### src/rtl/chacha_stream_ctrl.sv
// chacha_stream_ctrl
// Sequences a byte-serial ChaCha block core over one message: the first 64
// host bytes are forwarded to the core as its initial state, each following
// host byte is XORed with the next keystream byte, and leftover keystream is
// flushed so the core's byte pointer is block-aligned for the next message.
//
// Ports
//   clk, rst_n        clock, synchronous active-low reset
//   start, msg_len    begin a message (IDLE only) / payload byte count
//   busy, done        not-IDLE flag / one-cycle completion pulse
//   in_data/valid/ready    host byte stream
//   out_data/valid/ready   result byte stream (out_data registered)
//   core_data_in, core_write        load path to the core
//   core_data_out, core_ready, core_read  keystream path from the core
module chacha_stream_ctrl #(
    parameter int unsigned LEN_W = 16,
    parameter int unsigned GUARD = 2
) (
    input  logic             clk,
    input  logic             rst_n,
    input  logic             start,
    input  logic [LEN_W-1:0] msg_len,
    output logic             busy,
    output logic             done,
    input  logic [7:0]       in_data,
    input  logic             in_valid,
    output logic             in_ready,
    output logic [7:0]       out_data,
    output logic             out_valid,
    input  logic             out_ready,
    output logic [7:0]       core_data_in,
    output logic             core_write,
    output logic             core_read,
    input  logic [7:0]       core_data_out,
    input  logic             core_ready
);

    localparam int unsigned GW = (GUARD < 1) ? 1 : $clog2(GUARD + 1);

    typedef enum logic [2:0] {
        ST_IDLE,
        ST_LOAD,
        ST_WAIT,
        ST_STREAM,
        ST_FLUSH,
        ST_FIN
    } state_t;

    state_t           state_q, state_d;
    logic [LEN_W-1:0] remaining_q, remaining_d;
    logic [5:0]       load_cnt_q, load_cnt_d;
    logic [GW-1:0]    guard_q, guard_d;
    logic [5:0]       byte_idx_q, byte_idx_d;
    logic [7:0]       out_data_q, out_data_d;
    logic             out_valid_q, out_valid_d;
    logic             done_q, done_d;

    logic             in_ready_c;
    logic             write_c;
    logic             read_c;

    always_comb begin
        state_d     = state_q;
        remaining_d = remaining_q;
        load_cnt_d  = load_cnt_q;
        guard_d     = guard_q;
        byte_idx_d  = byte_idx_q;
        out_data_d  = out_data_q;
        out_valid_d = out_valid_q;
        done_d      = 1'b0;
        in_ready_c  = 1'b0;
        write_c     = 1'b0;
        read_c      = 1'b0;

        // Pending byte drains in any state; STREAM may reload it below.
        if (out_ready) begin
            out_valid_d = 1'b0;
        end

        case (state_q)
            ST_IDLE: begin
                if (start) begin
                    state_d     = ST_LOAD;
                    remaining_d = msg_len;
                    load_cnt_d  = '0;
                end
            end
            ST_LOAD: begin
                in_ready_c = 1'b1;
                if (in_valid) begin
                    write_c    = 1'b1;
                    load_cnt_d = load_cnt_q + 6'd1;
                    if (load_cnt_q == 6'd63) begin
                        state_d = ST_WAIT;
                        guard_d = GW'(GUARD);
                    end
                end
            end
            ST_WAIT: begin
                // core_ready is not trusted until the guard has expired.
                if (guard_q != '0) begin
                    guard_d = guard_q - 1'b1;
                end else if (core_ready) begin
                    if (remaining_q == '0) begin
                        state_d = (byte_idx_q != '0) ? ST_FLUSH : ST_FIN;
                    end else begin
                        state_d = ST_STREAM;
                    end
                end
            end
            ST_STREAM: begin
                in_ready_c = core_ready & (~out_valid_q | out_ready);
                if (in_valid && in_ready_c) begin
                    read_c      = 1'b1;
                    out_data_d  = in_data ^ core_data_out;
                    out_valid_d = 1'b1;
                    byte_idx_d  = byte_idx_q + 6'd1;
                    remaining_d = remaining_q - 1'b1;
                    if (remaining_q == LEN_W'(1)) begin
                        state_d = (byte_idx_q == 6'd63) ? ST_FIN : ST_FLUSH;
                    end else if (byte_idx_q == 6'd63) begin
                        state_d = ST_WAIT;
                        guard_d = GW'(GUARD);
                    end
                end
            end
            ST_FLUSH: begin
                if (core_ready) begin
                    read_c     = 1'b1;
                    byte_idx_d = byte_idx_q + 6'd1;
                    if (byte_idx_q == 6'd63) begin
                        state_d = ST_FIN;
                    end
                end
            end
            ST_FIN: begin
                if (!out_valid_q) begin
                    state_d = ST_IDLE;
                    done_d  = 1'b1;
                end
            end
            default: begin
                state_d = ST_IDLE;
            end
        endcase
    end

    always_ff @(posedge clk) begin
        if (!rst_n) begin
            state_q     <= ST_IDLE;
            remaining_q <= '0;
            load_cnt_q  <= '0;
            guard_q     <= '0;
            byte_idx_q  <= '0;
            out_data_q  <= '0;
            out_valid_q <= 1'b0;
            done_q      <= 1'b0;
        end else begin
            state_q     <= state_d;
            remaining_q <= remaining_d;
            load_cnt_q  <= load_cnt_d;
            guard_q     <= guard_d;
            byte_idx_q  <= byte_idx_d;
            out_data_q  <= out_data_d;
            out_valid_q <= out_valid_d;
            done_q      <= done_d;
        end
    end

    // Strobes are masked during reset so an abort never touches the core.
    assign in_ready     = in_ready_c & rst_n;
    assign core_write   = write_c & rst_n;
    assign core_read    = read_c & rst_n;
    assign core_data_in = in_data;
    assign busy         = (state_q != ST_IDLE);
    assign done         = done_q;
    assign out_data     = out_data_q;
    assign out_valid    = out_valid_q;

endmodule

### config.mk
export PLATFORM = sky130hd
export DESIGN_NAME = chacha_stream_ctrl
export DESIGN_NICKNAME = d
export VERILOG_FILES = /design/src/rtl/chacha_stream_ctrl.sv
export SDC_FILE = /design/constraint.sdc
export NUM_CORES = 1
export LEC_CHECK = 0
export BUFFER_PORTS_ARGS = -buffer_cell sky130_fd_sc_hd__buf_2
export CAP_MARGIN = 5
export CORE_UTILIZATION = 30
export CTS_BUF_LIST = sky130_fd_sc_hd__clkbuf_8
export DETAILED_ROUTE_END_ITERATION = 10
export PLACE_DENSITY = 0.61
export SLEW_MARGIN = 20
export SYNTH_ARGS = -nofsm -noshare
export SYNTH_HDL_FRONTEND = slang
export SYNTH_SLANG_ARGS = --single-unit
### constraint.sdc
create_clock -name clk -period 3.68 [get_ports clk]
set_input_delay 1.104 -clock clk [delete_from_list [all_inputs] [get_ports clk]]
set_output_delay 1.104 -clock clk [all_outputs]
set_load 0.02 [all_outputs]
==> impl_metrics.json <==
{
  "ios": 60,
  "synthesis.area_um2": 2540,
  "grt_pass1_vias": 2242,
  "globalRouteOverflowTotal": 0,
  "track_usage_pct": 14.7,
  "hpwl_um": 4410,
  "layout-drive-gt1-share_pct": 22.4,
  "fin_cells": 471,
  "antenna_found_initial": 0,
  "die_h_um": 94.0,
  "design_area_um2": 2950,
  "path_common_cell": "buf_2",
  "cp_slowest_cell": "nor2b_1",
  "crit_family": "simple AND/OR/NAND/NOR gates",
  "root_buffer": "clkbuf_8",
  "synthTopCellsByArea": "dfxtp_1 (34%), nor2_1 (6.5%), xnor2_1 (4.1%)",
  "totalWireLength_um": 6160,
  "routed.top_layer": "met4",
  "outcome": "finished clean",
  "path_cells": "buf_2, nor2b_1, nor3_2, a21o_1, and3_1, buf_2",
  "period_needed_ps": 3130,
  "drtAntennaViolNets": 0,
  "fp.coreArea_um2": 8220,
  "cts_max_level": 2,
  "wl_per_cell_um": 13.1,
  "hold_slack_ps": 464,
  "insertion_delay_ps": 290,
  "grt_max_degree": 29,
  "ys_seq_elements": 43,
  "r2r_start": "state_q[0]$_SDFFE_PN0P_",
  "grt_pass1_wl_um": 10300,
  "clk_path_buf_depth": 2,
  "critPathArrivalTime_ps": 2020,
  "portBuffers": 59,
  "synth_top_cell_by_area": "dfxtp_1",
  "rr_endpoint": "remaining_q[9]$_SDFFE_PN0P_",
  "dpl.cell_count": 463,
  "fmax_mhz": 320,
  "cp_max_fo": 4,
  "num_antenna_cells": 0,
  "worstSetupPathType": "in -> out",
  "met1Wirelength_um": 2880,
  "synth_nets": 366,
  "crit_start": "out_ready",
  "hp-class": "reg -> reg",
  "power_density_nw_per_um2": 558,
  "die_w_um": 94.0,
  "cp.required_ps": 2580,
  "die-area_um2": 8830,
  "met3WireLength_um": 315,
  "synth.avg_cell_area_um2": 7.90,
  "nets": 410,
  "p_leak_nw": 1.22,
  "yosys.cell_count.top_type": "nor2_1",
  "ys_async_sr_fraction_pct": 0,
  "synth_cell_types": 57,
  "yosysWarnings": 0,
  "met2_length_um": 2840,
  "crit_end": "core_read",
  "cts_setup_buffers": 0,
  "synth_top_area_share_pct": 33.9,
  "num_rows": 33,
  "area_delta_synth_final_pct": 16.1,
  "cap_viol_max_count": 0,
  "drc_errors": 0,
  "slew_violations": 0,
  "clkSinkCount": 43,
  "vias_per_cell": 5.17,
  "hold_viol": 0,
  "final_core_util_pct": 35.8,
  "cts_tree": "yes",
  "vias": 2435,
  "hold_buffers": 0,
  "place.gp.congestion": 0.790,
  "place_area_um2": 2860,
  "min_period_over_period_pct": 84.9,
  "cts_resized": 0,
  "tns_ps": 0,
  "irDropWorstVdd_mv": 0.206,
  "r2r_slack_ps": 1090,
  "cts_made_buffers": 5,
  "syn_inst": 321,
  "reg2regPathDepth": 6,
  "worst_setup_path_start_kind": "primary input",
  "initial_utilization_pct": 30.9,
  "slowest_delay_ps": 240,
  "rsz0062_at_grt": "no",
  "finClkSkew_ps": 7.65,
  "synth_edf_count": 0,
  "worst-path-buf-inv": 2,
  "worst-path-stages": 6,
  "max_slew_margin_pct": 49.8,
  "initialDrtViolationCount": 91,
  "synth_top_flop_cell": "dfxtp_1",
  "firstDrtPassIters": 4,
  "tightest_slew_ps": 752,
  "seq_area_frac_synth_pct": 33.9,
  "clkTransAtPathRegs_ps": 80,
  "setup_violations": 0,
  "synth_common_cells": "nor2_1 (44), dfxtp_1 (43), nand2_1 (27)",
  "worstSetupEndpointType": "output pin"
}
[worst min path at each step]
stage | cells after the start | end | slack (ps) | startpoint
2_1_floorplan | 2 | guard_q[0]$_SDFFE_PN0P_ | 430 | guard_q[0]$_SDFFE_PN0P_
3_3_place_gp | 2 | guard_q[0]$_SDFFE_PN0P_ | 440 | guard_q[0]$_SDFFE_PN0P_
3_5_place_dp | 2 | guard_q[0]$_SDFFE_PN0P_ | 450 | guard_q[0]$_SDFFE_PN0P_
4_1_cts | 2 | guard_q[0]$_SDFFE_PN0P_ | 470 | guard_q[0]$_SDFFE_PN0P_
5_1_grt | 2 | guard_q[0]$_SDFFE_PN0P_ | 490 | guard_q[0]$_SDFFE_PN0P_
6_report | 2 | guard_q[0]$_SDFFE_PN0P_ | 460 | guard_q[0]$_SDFFE_PN0P_
[report_power, final]
part / leakage (nW) / internal, mW / switching, mW
sequential: 0.350 / 0.539 / 0.118
combinational: 0.816 / 0.278 / 0.417
clock: 0.0505 / 0.128 / 0.162
[registers in the layout (all words and copies together), names as in the netlist]
| register | cells |
|---|---|
| done | 1 |
| remaining_q | 16 |
| load_cnt_q | 6 |
| out_data | 8 |
| out_valid | 1 |
| byte_idx_q | 6 |
| guard_q | 2 |
| state_q | 3 |
[routing by layer]
layer / global-route usage [%] / vias up
met2: 24.3 / 65
met3: 3.48 / 10
met5: 0 / -
li1: - / 1236
met1: 18.2 / 1124
met4: 5.64 / 0
[through the flow]
step / worst slack, ps / power, mW
2_1_floorplan: 517 / 1.19
5_1_grt: 494 / 1.79
4_1_cts: 551 / 1.66
3_3_place_gp: 564 / 1.35
3_5_place_dp: 559 / 1.36
6_report: 554 / 1.64
[area by class of cell]
class / count / area, µm²
multi-input cells: 240 / 1500
flip-flops and latches: 43 / 861
well taps: 105 / 131
clock inverters: 3 / 12.5
repair buffers: 63 / 325
inverters: 12 / 45.0
clock buffers: 5 / 68.8
fillers: 863 / 5270
[layout by cell type, fill, tap and decap left out, types with 2 or more instances in the layout]
master | synthesis | final
buf_2 | 6 | 59
nor2_1 | 44 | 44
dfxtp_1 | 43 | 43
nand2_1 | 27 | 27
a21oi_1 | 16 | 16
inv_1 | 10 | 12
xnor2_1 | 12 | 12
a211oi_1 | 12 | 12
o21ai_0 | 11 | 11
nor3_1 | 12 | 11
o21ai_1 | 9 | 9
and3_1 | 7 | 7
nand3_1 | 7 | 7
ha_1 | 7 | 7
nand4_1 | 6 | 6
a22oi_1 | 6 | 6
a21o_1 | 5 | 5
xor2_1 | 5 | 5
clkbuf_8 | 0 | 5
or3_1 | 4 | 4
nor2b_1 | 4 | 4
nor4_1 | 4 | 4
buf_4 | 8 | 4
mux2i_1 | 3 | 3
a31oi_1 | 3 | 3
inv_2 | 2 | 2
nor3_2 | 1 | 2
o22ai_1 | 2 | 2
or4_1 | 2 | 2
o31ai_1 | 2 | 2
a221oi_1 | 2 | 2
a22o_1 | 2 | 2
[logic make-up after synthesis]
logic type | count (synthesis) | synth area share [%]
DFF | 43 | 33.9
adders and majority gates | 7 | 3.45
xor gates and xnor gates | 17 | 5.87
buffers and inverters | 38 | 7.10
and+or+nand+nor | 128 | 25.5
muxes | 4 | 1.63
AOI/OAI and AO/OA | 84 | 22.5
[tightest hold or removal path, delay by kind of cell, from the launching register on]
family	cells	cell delay (ps)
multiplexers	1	50
flip-flops	1	320
AND/OR/NAND/NOR	1	50
Power figures use the tool's default switching activity.
